File: config.mk
export PLATFORM = sky130hd
export DESIGN_NAME = v_timing_gen_flat
export DESIGN_NICKNAME = d
export VERILOG_FILES = /design/src/rtl/v_timing_gen_if.sv /design/src/rtl/v_timing_gen.sv /design/src/flat_wrapper.sv
export SDC_FILE = /design/constraint.sdc
export NUM_CORES = 1
export LEC_CHECK = 0
export ABC_AREA = 1
export CORE_AREA = 2 2 69 71
export CTS_CLUSTER_SIZE = 8
export DETAILED_ROUTE_END_ITERATION = 10
export DIE_AREA = 0 0 71 73
export PLACE_DENSITY = 0.51
export SLEW_MARGIN = 5
export SYNTH_ARGS = -nofsm -noshare
export SYNTH_HDL_FRONTEND = slang
export SYNTH_SLANG_ARGS = --single-unit
export TNS_END_PERCENT = 50
File: constraint.sdc
create_clock -name sys_clk -period 2.3 [get_ports sys_clk]
set_clock_uncertainty 0.15 [all_clocks]
set_input_delay 0.23 -clock sys_clk [delete_from_list [all_inputs] [get_ports sys_clk]]
set_output_delay 0.23 -clock sys_clk [all_outputs]
set_load 0.02 [all_outputs]
File: src/rtl/v_timing_gen_if.sv
// Vertical timing bus: line strobe in from the horizontal stage, frame timing out.
// master = timing generator side, slave = horizontal stage / display consumer side.
interface v_timing_gen_if;
   logic       EndLine;
   logic       vsync;
   logic       v_nblank;
   logic       EndFrame;
   logic [9:0] row;

   modport master (
      input  EndLine,
      output vsync,
      output v_nblank,
      output EndFrame,
      output row
   );

   modport slave (
      output EndLine,
      input  vsync,
      input  v_nblank,
      input  EndFrame,
      input  row
   );
endinterface

File: src/rtl/v_timing_gen.sv
// Vertical video timing generator: counts EndLine strobes through sync, back porch,
// active and front porch regions, and decodes vsync/blank/row/EndFrame from that state.
module v_timing_gen #(
   parameter int unsigned VSYNC_LINES   = 2,
   parameter int unsigned VBP_LINES     = 33,
   parameter int unsigned VACTIVE_LINES = 480,
   parameter int unsigned VFP_LINES     = 10
) (
   input  logic           sys_clk,
   input  logic           reset,
   v_timing_gen_if.master bus
);

   typedef enum logic [1:0] {
      S_VSYNC   = 2'd0,
      S_VBP     = 2'd1,
      S_VACTIVE = 2'd2,
      S_VFP     = 2'd3
   } state_t;

   state_t     r_state;
   state_t     w_state_nxt;
   logic [9:0] r_cnt;
   logic [9:0] w_cnt_nxt;
   logic [9:0] w_len;
   logic       w_last;

   // Length of the region currently being counted, in lines.
   always_comb begin
      w_len = 10'(VSYNC_LINES);
      case (r_state)
         S_VSYNC:   w_len = 10'(VSYNC_LINES);
         S_VBP:     w_len = 10'(VBP_LINES);
         S_VACTIVE: w_len = 10'(VACTIVE_LINES);
         S_VFP:     w_len = 10'(VFP_LINES);
      endcase
   end

   assign w_last = (r_cnt == (w_len - 10'd1));

   // NOTE: sequential state uses non-blocking assignments so every flop samples pre-edge values.
   always_ff @(posedge sys_clk or negedge reset) begin
      if (!reset) begin
         r_state <= S_VSYNC;
         r_cnt   <= '0;
      end else begin
         r_state <= w_state_nxt;
         r_cnt   <= w_cnt_nxt;
      end
   end

   // NOTE: hold values are assigned first so every path drives both signals and no latch is inferred.
   always_comb begin
      w_state_nxt = r_state;
      w_cnt_nxt   = r_cnt;
      if (bus.EndLine) begin
         if (w_last) begin
            w_cnt_nxt = '0;
            case (r_state)
               S_VSYNC:   w_state_nxt = S_VBP;
               S_VBP:     w_state_nxt = S_VACTIVE;
               S_VACTIVE: w_state_nxt = S_VFP;
               S_VFP:     w_state_nxt = S_VSYNC;
            endcase
         end else begin
            w_cnt_nxt = r_cnt + 10'd1;
         end
      end
   end

   assign bus.vsync    = (r_state != S_VSYNC);
   assign bus.v_nblank = (r_state == S_VACTIVE);
   assign bus.row      = (r_state == S_VACTIVE) ? r_cnt : 10'd0;
   // Zero-latency strobe on the final front-porch line; reset forces VSYNC so it cannot fire then.
   assign bus.EndFrame = (r_state == S_VFP) && w_last && bus.EndLine;

endmodule

File: src/flat_wrapper.sv
// flat-port wrapper written by rule: the top's interface ports become plain ports
module v_timing_gen_flat 
#(
   parameter int unsigned VSYNC_LINES   = 2,
   parameter int unsigned VBP_LINES     = 33,
   parameter int unsigned VACTIVE_LINES = 480,
   parameter int unsigned VFP_LINES     = 10
)
  (sys_clk, reset, bus_EndLine, bus_vsync, bus_v_nblank, bus_EndFrame, bus_row);
  v_timing_gen_if bus_i ();
  input  logic sys_clk;
  input  logic reset;
  input wire logic [$bits(bus_i.EndLine)-1:0] bus_EndLine;
  output wire logic [$bits(bus_i.vsync)-1:0] bus_vsync;
  output wire logic [$bits(bus_i.v_nblank)-1:0] bus_v_nblank;
  output wire logic [$bits(bus_i.EndFrame)-1:0] bus_EndFrame;
  output wire logic [$bits(bus_i.row)-1:0] bus_row;
  assign bus_i.EndLine = bus_EndLine;
  assign bus_vsync = bus_i.vsync;
  assign bus_v_nblank = bus_i.v_nblank;
  assign bus_EndFrame = bus_i.EndFrame;
  assign bus_row = bus_i.row;
  v_timing_gen #(.VSYNC_LINES(VSYNC_LINES), .VBP_LINES(VBP_LINES), .VACTIVE_LINES(VACTIVE_LINES), .VFP_LINES(VFP_LINES)) u_core (.sys_clk(sys_clk), .reset(reset), .bus(bus_i));
endmodule
## Word level (Yosys, flattened, before mapping)

Cells that the tools add are included.

| operators by class | value |
|---|---|
| add/subtract/negate cells | 2 |
| equal/unequal tests | 4 |
| muxes and demuxes | 4 |
| reductions and logical operators | 5 |

Operator list:

| cell | number |
|---|---|
| case mux 10 bit (4 select lines) | 1 |
| two-way mux 10 bit | 2 |
| adder 10 x 1 -> 10 bit, second input constant | 1 |
| equality test 10 bit | 1 |
| subtractor 10 x 1 -> 10 bit, second input constant | 1 |
| case mux 2 bit (4 select lines) | 1 |
| equality test 2 bit, second input constant | 2 |
| equality test 2 x 1 -> 1 bit, second input constant | 1 |
| logical AND 1 bit | 2 |
| logical NOT 2 bit | 1 |
| AND reduction 2 bit | 1 |
| nonzero test 2 bit | 1 |

| storage, ports and cells | value |
|---|---|
| register bits after elaboration | 12 |
| output and inout bits | 13 |
| logic and storage cells | 17 |

## Logic depth before layout (Yosys ltp)

Gate-level depths: netlist of run 1.

| logic depth | value |
|---|---|
| depth after elaboration | 6 |
| mapped depth | 11 |

## Worst setup path before layout of run 1

Ideal clock, no wire load.

| path | value |
|---|---|
| kind | register to output |
| from | register u_core.r_state[0] |
| to | output bus_EndFrame |
| arrival time | 1.889 ns |
| required time | 1.920 ns |
| slack | 0.031 ns |
| cell stages (with the launch flop) | 11 |
| buffers on the path | 0 |
| cell sequence | dfrtp_1 inv_1 ha_1 ha_1 inv_1 nand2_1 nor2_1 nand2_1 nor2_1 nand3_1 nor2_1 |

| between the ends | value |
|---|---|
| longest elaborated chain between the ends | 6 |

RTL lines:

| item | RTL line | source |
|---|---|---|
| from (decl) | v_timing_gen.sv:21 | `state_t r_state;` |
| from (signal assigned) | v_timing_gen.sv:47 | `r_state <= w_state_nxt;` |
| equality test 2 bit | n/a |  |
| via bus_v_nblank | flat_wrapper.sv:15 | `output wire logic [$bits(bus_i.v_nblank)-1:0] bus_v_nblank;` |
| case mux 10 bit (4 select lines) | v_timing_gen.sv:31 | `case (r_state)` |
| subtractor 10 x 1 -> 10 bit | v_timing_gen.sv:39 | `assign w_last = (r_cnt == (w_len - 10'd1));` |
| equality test 10 bit | v_timing_gen.sv:39 |  |
| logical AND 1 bit (2 in series) | v_timing_gen.sv:75 | `assign bus.EndFrame = (r_state == S_VFP) && w_last && bus.EndLine;` |
| to (decl) | flat_wrapper.sv:16 | `output wire logic [$bits(bus_i.EndFrame)-1:0] bus_EndFrame;` |

The timed path passes the listed nets, and every way through them passes these cells. The select of a mux whose other input is x is not followed.

## Final worst setup path of run 1

| path | value |
|---|---|
| from | register u_core.r_state[1] |
| to | output bus_vsync |

| between the ends | value |
|---|---|
| longest elaborated chain between the ends | 1 |

RTL lines:

| item | RTL line | source |
|---|---|---|
| nonzero test 2 bit | v_timing_gen.sv:71 | `assign bus.vsync = (r_state != S_VSYNC);` |
| to (decl) | flat_wrapper.sv:14 | `output wire logic [$bits(bus_i.vsync)-1:0] bus_vsync;` |

No other way between the ends.

==> impl_results.md, run 1 <==
* Dpl ws at -0.228 ns
* Outcome: complete, no violations
* Die Ht at roughly 73 um
* Share of layout cells above drive strength 1 at 0.332
* Placed wire-length estimate at 2100 um
* Multi-input gate area at 703 um2
* Setup TNS Final at 0 ns
* NumNets Final at ~210
* Mapped Avg Cell Area at roughly 6.8 um2
* Post-DP Area at 1420 um2
* Critical R2R Capture: u_core.r_cnt[6]$_DFFE_PN0P_
* Final ANT Viol Nets at 0
* Cells after Synth at 157
* Power per Cell Area at 664 nW/um2
* FF-to-FF Start: u_core.r_state[1]$_DFFE_PN0P_
* Final std cells w/o fill at roughly 250
* First-pass GRT wire length at 4460 um
* # fillers at 488
* TritonCTS clock tree: done
* Routed len/inst at 10.4 um
* DIE WIDTH at between 70 and 80 um
* Core footprint at 4540 um2
* Largest net degree at the start of global routing at 13
* Comb pwr share at 0.443
* Fin. max-slew vios at 0
* Skew-Pair Late Insertion Delay at 0.24 ns
* Sw Share at 0.395
* Internal power at 641 uW
* CTS H-tree depth at 1
* Hold bufs inserted after CTS at 0
* Worst setup path endpoint: bus_vsync
* Reg2reg setup slack at 0.15 ns
* Fmax at ~460 MHz
* Num CTS Buffers at 3
* Vias in the first global route at 995
* Initial antenna violation count at 0
* N_diodes at 0
* RSZ-0062 raised after global routing: no
* Initial DRC Count at 38
* Final worst slack at around 0.14 ns
* Synth cell types at 23
* EDFF count, synth at 0
* LEAKAGE at 0.000833 uW
* Slew @ Worst Pin at 0.548 ns
* Final Wtd Congestion at 0.768
* Net Switching at 419 uW
* Seq pwr share at 0.338
* Worst Path Max Fanout at 5
* Total track usage at 0.111
* Max cap viols at 0
* Rel. slew slack at 0.633
* Hold Fails Final Rpt at 0
* Cell area after synthesis at 1070 um2
* Seq/Total Area, Yosys at 0.279
* Beginning of the critical path: u_core.r_state[1]$_DFFE_PN0P_
* CP required at 1.92 ns
* Clock Tree Buf Depth at 2
* Worst setup EP type: output pin
* Area Overhead vs Synth at 48.5%
* # IOs at 16
* Ys Warns at 0
* Final Cycle Share at 0.938
* Grt ovf at 0
* #FFs+latches synth at 12
* Rows at 25
* Reg area at between 300 and 400 um2
* Yosys top cell by area: dfrtp_1
* Critical path type: flip-flop to output pin
* Count of input and output buffers at 15
* Die footprint at 5180 um2
* Post-synth ARST share at 1.00
* Syn_nets at 170
* Yosys top cell area share at 0.279
* Initial Utilization at 0.237
* Worst r2r path cells at 14
* Nature of the critical path startpoint: flip-flop
* Inst Count DP at 243
* CTS Root Buffer Type: clkbuf_8
* DR pass1 iterations at 4
* Clock Sinks at 12
* Worst Path Arrival at 1.78 ns
* Clock power frac at 0.219
* Via-per-instance ratio at 4.06
* DRC Markers at 0
* DR vias at 1028
* Min-delay worst type: input pin to async pin
* Ys flop type: dfrtp_1
* Cell area after layout at 1600 um2
* Final wirelength at 2620 um
* VDD IR max at 0.000190 V
* Min Tclk post-route at approximately 2.2 ns
* Top area cells in the synthesized netlist: dfrtp_1 (28%), nand2_1 (19%), ha_1 (12%)
* Reg clk slew, reported paths at 0.06 ns
* Endpoints failing setup at 0
==> worst max-delay path, cell delays in order (launching register included) <==
cell	delay (ns)
dfrtp_1	0.41
buf_6	0.16
inv_6	0.05
buf_4	0.13
ha_1	0.16
inv_1	0.04
clkdlybuf4s50_1	0.59
==> flip-flops by register name, summed over array words and instances, names as in the netlist <==
name	flops
u_core.r_cnt	10
u_core.r_state	2
==> synth_stat cells, types with 2 or more instances <==
cell type  number
inv_1          25
nand3_1         9
nand2_1        54
inv_2           3
xor2_1          5
nand2_2         4
ha_1           10
dfrtp_1        12
nor2_2          9
xnor2_1         2
nor2_1         12
==> placed cells by master, fill, tap and decap left out <==
cell / instances
inv_1: 21
ha_2: 1
inv_6: 2
nand3_4: 1
xnor2_1: 2
dfrtp_1: 12
nor2_1: 11
xor2_1: 5
ha_1: 4
clkbuf_8: 4
or2_2: 1
nor3_4: 1
nand3_1: 9
clkinv_2: 1
nand2_1: 53
nor2_2: 10
clkdlybuf4s50_1: 14
buf_4: 26
inv_2: 6
nand2_2: 5
o21ai_1: 1
buf_6: 1
nand3_2: 1
ha_4: 5
nor2_4: 1
nand4_1: 1
==> worst min-delay path by stage <==
stage | startpoint | end | depth (start not counted)
after CTS | reset | u_core.r_cnt[6]$_DFFE_PN0P_ | 1
after global routing | reset | u_core.r_cnt[7]$_DFFE_PN0P_ | 1
after floorplan | reset | u_core.r_cnt[0]$_DFFE_PN0P_ | 0
after detailed placement | u_core.r_state[0]$_DFFE_PN0P_ | u_core.r_state[0]$_DFFE_PN0P_ | 3
final | reset | u_core.r_cnt[7]$_DFFE_PN0P_ | 1
after global placement | reset | u_core.r_cnt[6]$_DFFE_PN0P_ | 1
==> kinds of logic (layout without fill, tap and decap cells) <==
| family | after synthesis | in the layout | share of synthesized area |
|---|---|---|---|
| adder cells (fa/ha/maj) | 10 | 10 | 0.116 |
| buffers and inverters | 33 | 75 | 0.132 |
| XOR/XNOR | 7 | 7 | 0.0570 |
| AO/OA/AOI/OAI | 1 | 1 | 0.00465 |
| AND/OR/NAND/NOR | 94 | 94 | 0.411 |
| flip-flops | 12 | 12 | 0.279 |
==> per-stage QoR <==
| stage | utilization | hold slack (ns) | power [uW] |
|---|---|---|---|
| after global placement | 0.313 | 0.471 | 796 |
| final | 0.352 | 0.192 | 1060 |
| after global routing | 0.352 | 0.233 | 1150 |
| after floorplan | - | -0.216 | 630 |
| after detailed placement | 0.313 | 0.471 | 801 |
| after CTS | 0.332 | 0.213 | 1040 |
==> what timing repair did <==
action                                  CTS  global route
endpoints found under the setup margin    1            11
pin swaps                                 2             7
setup buffers                             4             2
gates resized for setup                   6            17
hold endpoints to repair                  0             0
==> routing by layer <==
metal | global-route usage | wire, um
met1 | 0.129 | 1180
met2 | 0.205 | 1340
met3 | 0.0124 | 56
met4 | 0.0503 | 42
met5 | 0 | 0
==> layout make-up <==
| type | count | share of cell area |
|---|---|---|
| multi-input cells | 112 | 0.440 |
| repair buffers | 41 | 0.217 |
| flip-flops and latches | 12 | 0.188 |
| inverters | 30 | 0.0776 |
| well taps | 54 | 0.0423 |
| clock buffers | 4 | 0.0345 |
==> power by group through the flow <==
stage	registers, uW	logic [uW]	clock network (uW)
detailed placement	351	449	0
global placement	351	446	0
finish	358	470	233
global route	367	535	248
floorplan	341	289	0
CTS	348	453	239
(Power assumes the default switching activity.)
==> run 2: changes to the inputs <==
CORE_AREA = 2 2 59 61   (was 2 2 69 71)
DIE_AREA = 0 0 61 63   (was 0 0 71 73)
PLACE_DENSITY = 0.63   (was 0.51)
==> impl_results.md, run 2 (synthesized netlist as in run 1, its figures left out) <==
* Post-DP Area at 1400 um2 (-1.8%)
* Final Wtd Congestion at 0.792 (+3.1%)
* Reg clk slew, reported paths at 0.08 ns (+0.02 ns)
* Via-per-instance ratio at 4.28 (+5.4%)
* Commonest non-fill, non-tap cells in the layout: nand2_1 (53), buf_4 (25), inv_1 (20)
* DR vias at 1045 (+1.7%)
* N_diodes at 0 (unchanged)
* Sw Share at 0.416 (+0.0206)
* First-pass GRT wire length at 4430 um (-0.63%)
* CTS H-tree depth at 1 (unchanged)
* Clock Tree Buf Depth at 2 (unchanged)
* LEAKAGE at 0.000827 uW (-0.78%)
* VDD IR max at 0.000348 V (+84%)
* NumNets Final at 212 (-0.47%)
* Num CTS Buffers at 3 (unchanged)
* Skew-Pair Late Insertion Delay at 0.28 ns (+0.04 ns)
* Reg2reg setup slack at 0.13 ns (-0.02 ns)
* Largest net degree at the start of global routing at 13 (unchanged)
* Rows at 21 (-16%)
* Critical path type: flip-flop to output pin
* Max reg flops at 10 (unchanged)
* Final std cells w/o fill at 244 (-3.6%)
* TritonCTS clock tree: done
* Largest Register: u_core.r_cnt
* Total track usage at 0.156 (+0.0453)
* Beginning of the critical path: u_core.r_state[1]$_DFFE_PN0P_
* Dpl ws at -0.234 ns (-0.00640 ns)
* FF-to-FF Start: u_core.r_state[0]$_DFFE_PN0P_
* Final ANT Viol Nets at 0 (unchanged)
* Endpoints failing setup at 0 (unchanged)
* Share of layout cells above drive strength 1 at 0.333 (+0.00168)
* Area Overhead vs Synth at 46.1%
* DR pass1 iterations at 4 (unchanged)
* Initial Utilization at 0.333 (+0.0956)
* RSZ-0062 raised after global routing: yes
* Vias in the first global route at 1014 (+1.9%)
* Die Ht at 63 um (-14%)
* Pwr Total at 1040 uW (-1.6%)
* Fmax at 443 MHz (-4.5%)
* Core footprint at 3230 um2 (-29%)
* Most common cell after layout, fill and taps aside: nand2_1
* DRC Markers at 0 (unchanged)
* Final Cycle Share at 0.982 (+0.0443)
* Hold bufs inserted after CTS at 0 (unchanged)
* Outcome: complete, no violations
* Final core utilization at 0.486 (+0.134)
* Largest registers: u_core.r_cnt: 10 flops, u_core.r_state: 2 flops
* Clock power frac at 0.165 (-0.054)
* Worst Path Arrival at 1.88 ns (+0.10 ns)
* Die footprint at 3840 um2 (-26%)
* # IOs at 16 (unchanged)
* Initial DRC Count at 31 (-18%)
* Comb pwr share at 0.495 (+0.052)
* Worst r2r path cells at 15 (+1)
* Clock Sinks at 12 (unchanged)
* Slew @ Worst Pin at 0.537 ns (-0.0113 ns)
* Hold Fails Final Rpt at 0 (unchanged)
* Inst Count DP at 233 (-4.1%)
* Rel. slew slack at 0.641 (+0.00754)
* Fin. max-slew vios at 0 (unchanged)
* Grt ovf at 0 (unchanged)
* Count of input and output buffers at 15 (unchanged)
* Cell area after layout at 1570 um2 (-1.6%)
* Internal power at 610 uW (-5.0%)
* Min Tclk post-route at 2.26 ns (+0.102 ns)
* Seq pwr share at 0.339 (about the same)
* Critical R2R Capture: u_core.r_cnt[6]$_DFFE_PN0P_
* Final wirelength at 2570 um (-2.1%)
* Placed wire-length estimate at 1940 um (-7.6%)
* # fillers at 306 (-37%)
* Worst setup EP type: output pin
* Power per Cell Area at 665 nW/um2 (about the same)
* CP required at 1.92 ns (about the same)
* Nature of the critical path startpoint: flip-flop
* Max cap viols at 0 (unchanged)
* Net Switching at 434 uW (+3.5%)
* Min-delay worst type: input pin to async pin
* Initial antenna violation count at 0 (unchanged)
* CTS Root Buffer Type: clkbuf_4
* DIE WIDTH at 61 um (-14%)
* Routed len/inst at 10.5 um (+1.5%)
* Worst Path Max Fanout at 5 (unchanged)
* Final worst slack at 0.0404 ns (-0.102 ns)
[run 2: cell count changes in the layout (fill, tap and decap cells not counted), sizes merged]
| cell | before | now |
|---|---|---|
| buf | 27 | 26 |
[run 2: timing repair]
item / CTS / global route
pin swaps: 5 / 7
setup buffers: 6 / 1
endpoints found under the setup margin: 1 / 12
gates resized for setup: 11 / 15
[run 2: layout make-up]
cell class | count | area (um2) | share of cell area
tap | 46 | 57.6 | 0.0367
sequential | 12 | 300 | 0.191
multi-input combinational | 112 | 713 | 0.454
inverter | 30 | 124 | 0.0789
clock buffer | 4 | 36.3 | 0.0231
timing repair buffer | 40 | 339 | 0.216
[run 2: power groups by stage]
stage | clock network, uW | logic (uW) | registers (uW)
final | 172 | 517 | 354
after global routing | 182 | 584 | 362
after CTS | 174 | 470 | 351
after detailed placement | 0 | 451 | 347
after global placement | 0 | 447 | 347
after floorplan | 0 | 289 | 341
[run 2: through the flow]
step,setup TNS [ns],hold slack [ns]
2_1_floorplan,0,-0.216
3_3_place_gp,-0.188,0.457
3_5_place_dp,-0.234,0.460
4_1_cts,0,0.163
5_1_grt,-0.129,0.192
6_report,0,0.145
[run 2: worst max path at each step]
stage | end | slack [ns]
after floorplan | bus_EndFrame | 0.03
after global placement | bus_EndFrame | -0.19
after detailed placement | bus_EndFrame | -0.23
after CTS | bus_EndFrame | 0.03
after global routing | bus_EndFrame | -0.13
final | bus_EndFrame | 0.04
[run 2: critical path: stages (launching register included)]
cell and delay, ns:
dfrtp_1 0.42, buf_6 0.15, inv_2 0.08, ha_2 0.22
nand2_1 0.06, nand2_1 0.10, nand2_1 0.07, nor2_1 0.11
nand3_1 0.11, nor2_1 0.12, buf_4 0.15
[run 2: routing by layer]
layer,wire length (um),track usage
met2,1260,0.254
met1,1180,0.204
met3,62,0.00621
met5,0,0
met4,63,0.0815
==> run 3: changes to the inputs <==
PLACE_DENSITY = 0.52   (was 0.63)
==> impl_results.md, run 3 (synthesized netlist as in run 1, its figures left out) <==
* Outcome: complete, no violations
* DR pass1 iterations at 4 (unchanged)
* Min Tclk post-route at 2.23 ns (-0.0246 ns)
* Share of layout cells above drive strength 1 at 0.306 (-0.0276)
* VDD IR max at 0.000412 V (+18%)
* Final Wtd Congestion at 0.758 (-4.2%)
* Final std cells w/o fill at 239 (-2.0%)
* Worst Path Max Fanout at 4 (-1)
* Fin. max-slew vios at 0 (unchanged)
* Largest net degree at the start of global routing at 13 (unchanged)
* Nature of the critical path startpoint: flip-flop
* Seq pwr share at 0.354 (+0.015)
* Clock Sinks at 12 (unchanged)
* RSZ-0062 raised after global routing: yes
* Min-delay worst type: input pin to async pin
* Most common cell after layout, fill and taps aside: nand2_1
* # IOs at 16 (unchanged)
* Core footprint at 3230 um2 (unchanged)
* CTS H-tree depth at 1 (unchanged)
* DR vias at 1025 (-1.9%)
* Worst setup EP type: output pin
* Total track usage at 0.141 (-0.0148)
* Skew-Pair Late Insertion Delay at 0.27 ns (about the same)
* Final Cycle Share at 0.972 (-0.0107)
* Initial Utilization at 0.333 (unchanged)
* Initial antenna violation count at 0 (unchanged)
* Final ANT Viol Nets at 0 (unchanged)
* CTS Root Buffer Type: clkbuf_4
* Pwr Total at 1010 uW (-3.6%)
* Net Switching at 424 uW (-2.4%)
* Rows at 21 (unchanged)
* Count of input and output buffers at 15 (unchanged)
* DIE WIDTH at 61 um (unchanged)
* Die footprint at 3840 um2 (unchanged)
* Max cap viols at 0 (unchanged)
* Slew @ Worst Pin at 0.545 ns (+0.00762 ns)
* Largest registers: u_core.r_cnt: 10 flops, u_core.r_state: 2 flops
* Hold Fails Final Rpt at 0 (unchanged)
* Via-per-instance ratio at 4.29 (+0.14%)
* Reg clk slew, reported paths at 0.08 ns (about the same)
* Die Ht at 63 um (unchanged)
* Endpoints failing setup at 0 (unchanged)
* Internal power at 582 uW (-4.5%)
* N_diodes at 0 (unchanged)
* NumNets Final at 207 (-2.4%)
* Placed wire-length estimate at 2030 um (+4.7%)
* Rel. slew slack at 0.636 (-0.00509)
* TritonCTS clock tree: done
* Area Overhead vs Synth at 41.7%
* Vias in the first global route at 983 (-3.1%)
* LEAKAGE at 0.000797 uW (-3.5%)
* Hold slack at 0.155 ns (+0.00994 ns)
* Critical path type: flip-flop to output pin
* Routed len/inst at 10.1 um (-3.9%)
* Initial DRC Count at 49 (+58%)
* Grt ovf at 0 (unchanged)
* Max reg flops at 10 (unchanged)
* Clock Tree Buf Depth at 2 (unchanged)
* Final wirelength at 2420 um (-5.9%)
* Worst Path Arrival at 1.85 ns (-0.03 ns)
* First-pass GRT wire length at 4240 um (-4.2%)
* Commonest non-fill, non-tap cells in the layout: nand2_1 (53), inv_1 (21), buf_4 (20)
* Fmax at 447 MHz (+1.1%)
* Num CTS Buffers at 3 (unchanged)
* DRC Markers at 0 (unchanged)
* Inst Count DP at 233 (unchanged)
* Comb pwr share at 0.478 (-0.017)
* Power per Cell Area at 661 nW/um2 (-0.62%)
* CP required at 1.92 ns (about the same)
* Clock power frac at 0.168 (+0.003)
* Sw Share at 0.421 (+0.00509)
* Largest Register: u_core.r_cnt
## run 3: cell types whose count changed in the layout (fill, tap and decap cells not counted), sizes merged
cell  previous run  this run
buf             26        21
## run 3: through the flow
step	TNS [ns]	utilization	area, um2	setup WS, ns
floorplan	0	-	1070	0.0313
global placement	-0.210	0.432	1400	-0.210
detailed placement	-0.283	0.432	1400	-0.283
CTS	0	0.450	1450	0.00994
global route	-0.0567	0.471	1520	-0.0567
finish	0	0.471	1520	0.0650
## run 3: per-layer routing
metal,share of wire,global-route usage,vias up
met2,0.47,0.218,8
met5,0,0,-
met1,0.51,0.211,479
met4,0.011,0.0326,0
met3,0.012,0.0124,4
li1,-,-,534
## run 3: path summary, 6_finish.rpt
path | from | endpoint | slack (ns) | cells past startpoint
worst max-delay path | u_core.r_state[0]$_DFFE_PN0P_ | bus_EndFrame | 0.07 | 11
worst min-delay path | reset | u_core.r_cnt[1]$_DFFE_PN0P_ | 0.15 | 1
worst max register to register | u_core.r_state[0]$_DFFE_PN0P_ | u_core.r_cnt[5]$_DFFE_PN0P_ | 0.38 | 12
worst min register to register | u_core.r_cnt[0]$_DFFE_PN0P_ | u_core.r_cnt[0]$_DFFE_PN0P_ | 0.49 | 2
max in group asynchronous | reset | u_core.r_cnt[8]$_DFFE_PN0P_ | 1.49 | 1
min in group sys_clk | u_core.r_cnt[0]$_DFFE_PN0P_ | u_core.r_cnt[0]$_DFFE_PN0P_ | 0.49 | 2
## run 3: cell type report
type	instances	area, um2
Fill cell	325	1710
Multi-Input combinational cell	112	706
Timing Repair Buffer	35	302
Sequential cell	12	300
Inverter	30	121
Tap cell	46	57.6
Clock buffer	4	36.3
## run 3: power by group through the flow
stage / Sequential (uW) / Combinational, uW / Clock (uW)
detailed placement: 351 / 450 / 0
global route: 365 / 538 / 188
finish: 356 / 481 / 169
global placement: 352 / 444 / 0
CTS: 347 / 454 / 171
floorplan: 341 / 289 / 0
## run 3: worst max-delay path, cell delays in order (launching register included)
cell and delay (ns):
dfrtp_1 0.39, inv_2 0.09, ha_4 0.18, ha_4 0.20
inv_2 0.06, nand2_2 0.06, nor2_4 0.10, nand2_1 0.05
nor2_1 0.08, nand3_1 0.10, nor2_1 0.11, buf_4 0.14
## run 3: repair_timing
action / in CTS / in global routing
setup buffers: 1 / 1
pin swaps: 1 / 8
resized for setup: 9 / 13
setup endpoints to repair: 1 / 2
hold buffers: 0 / 0
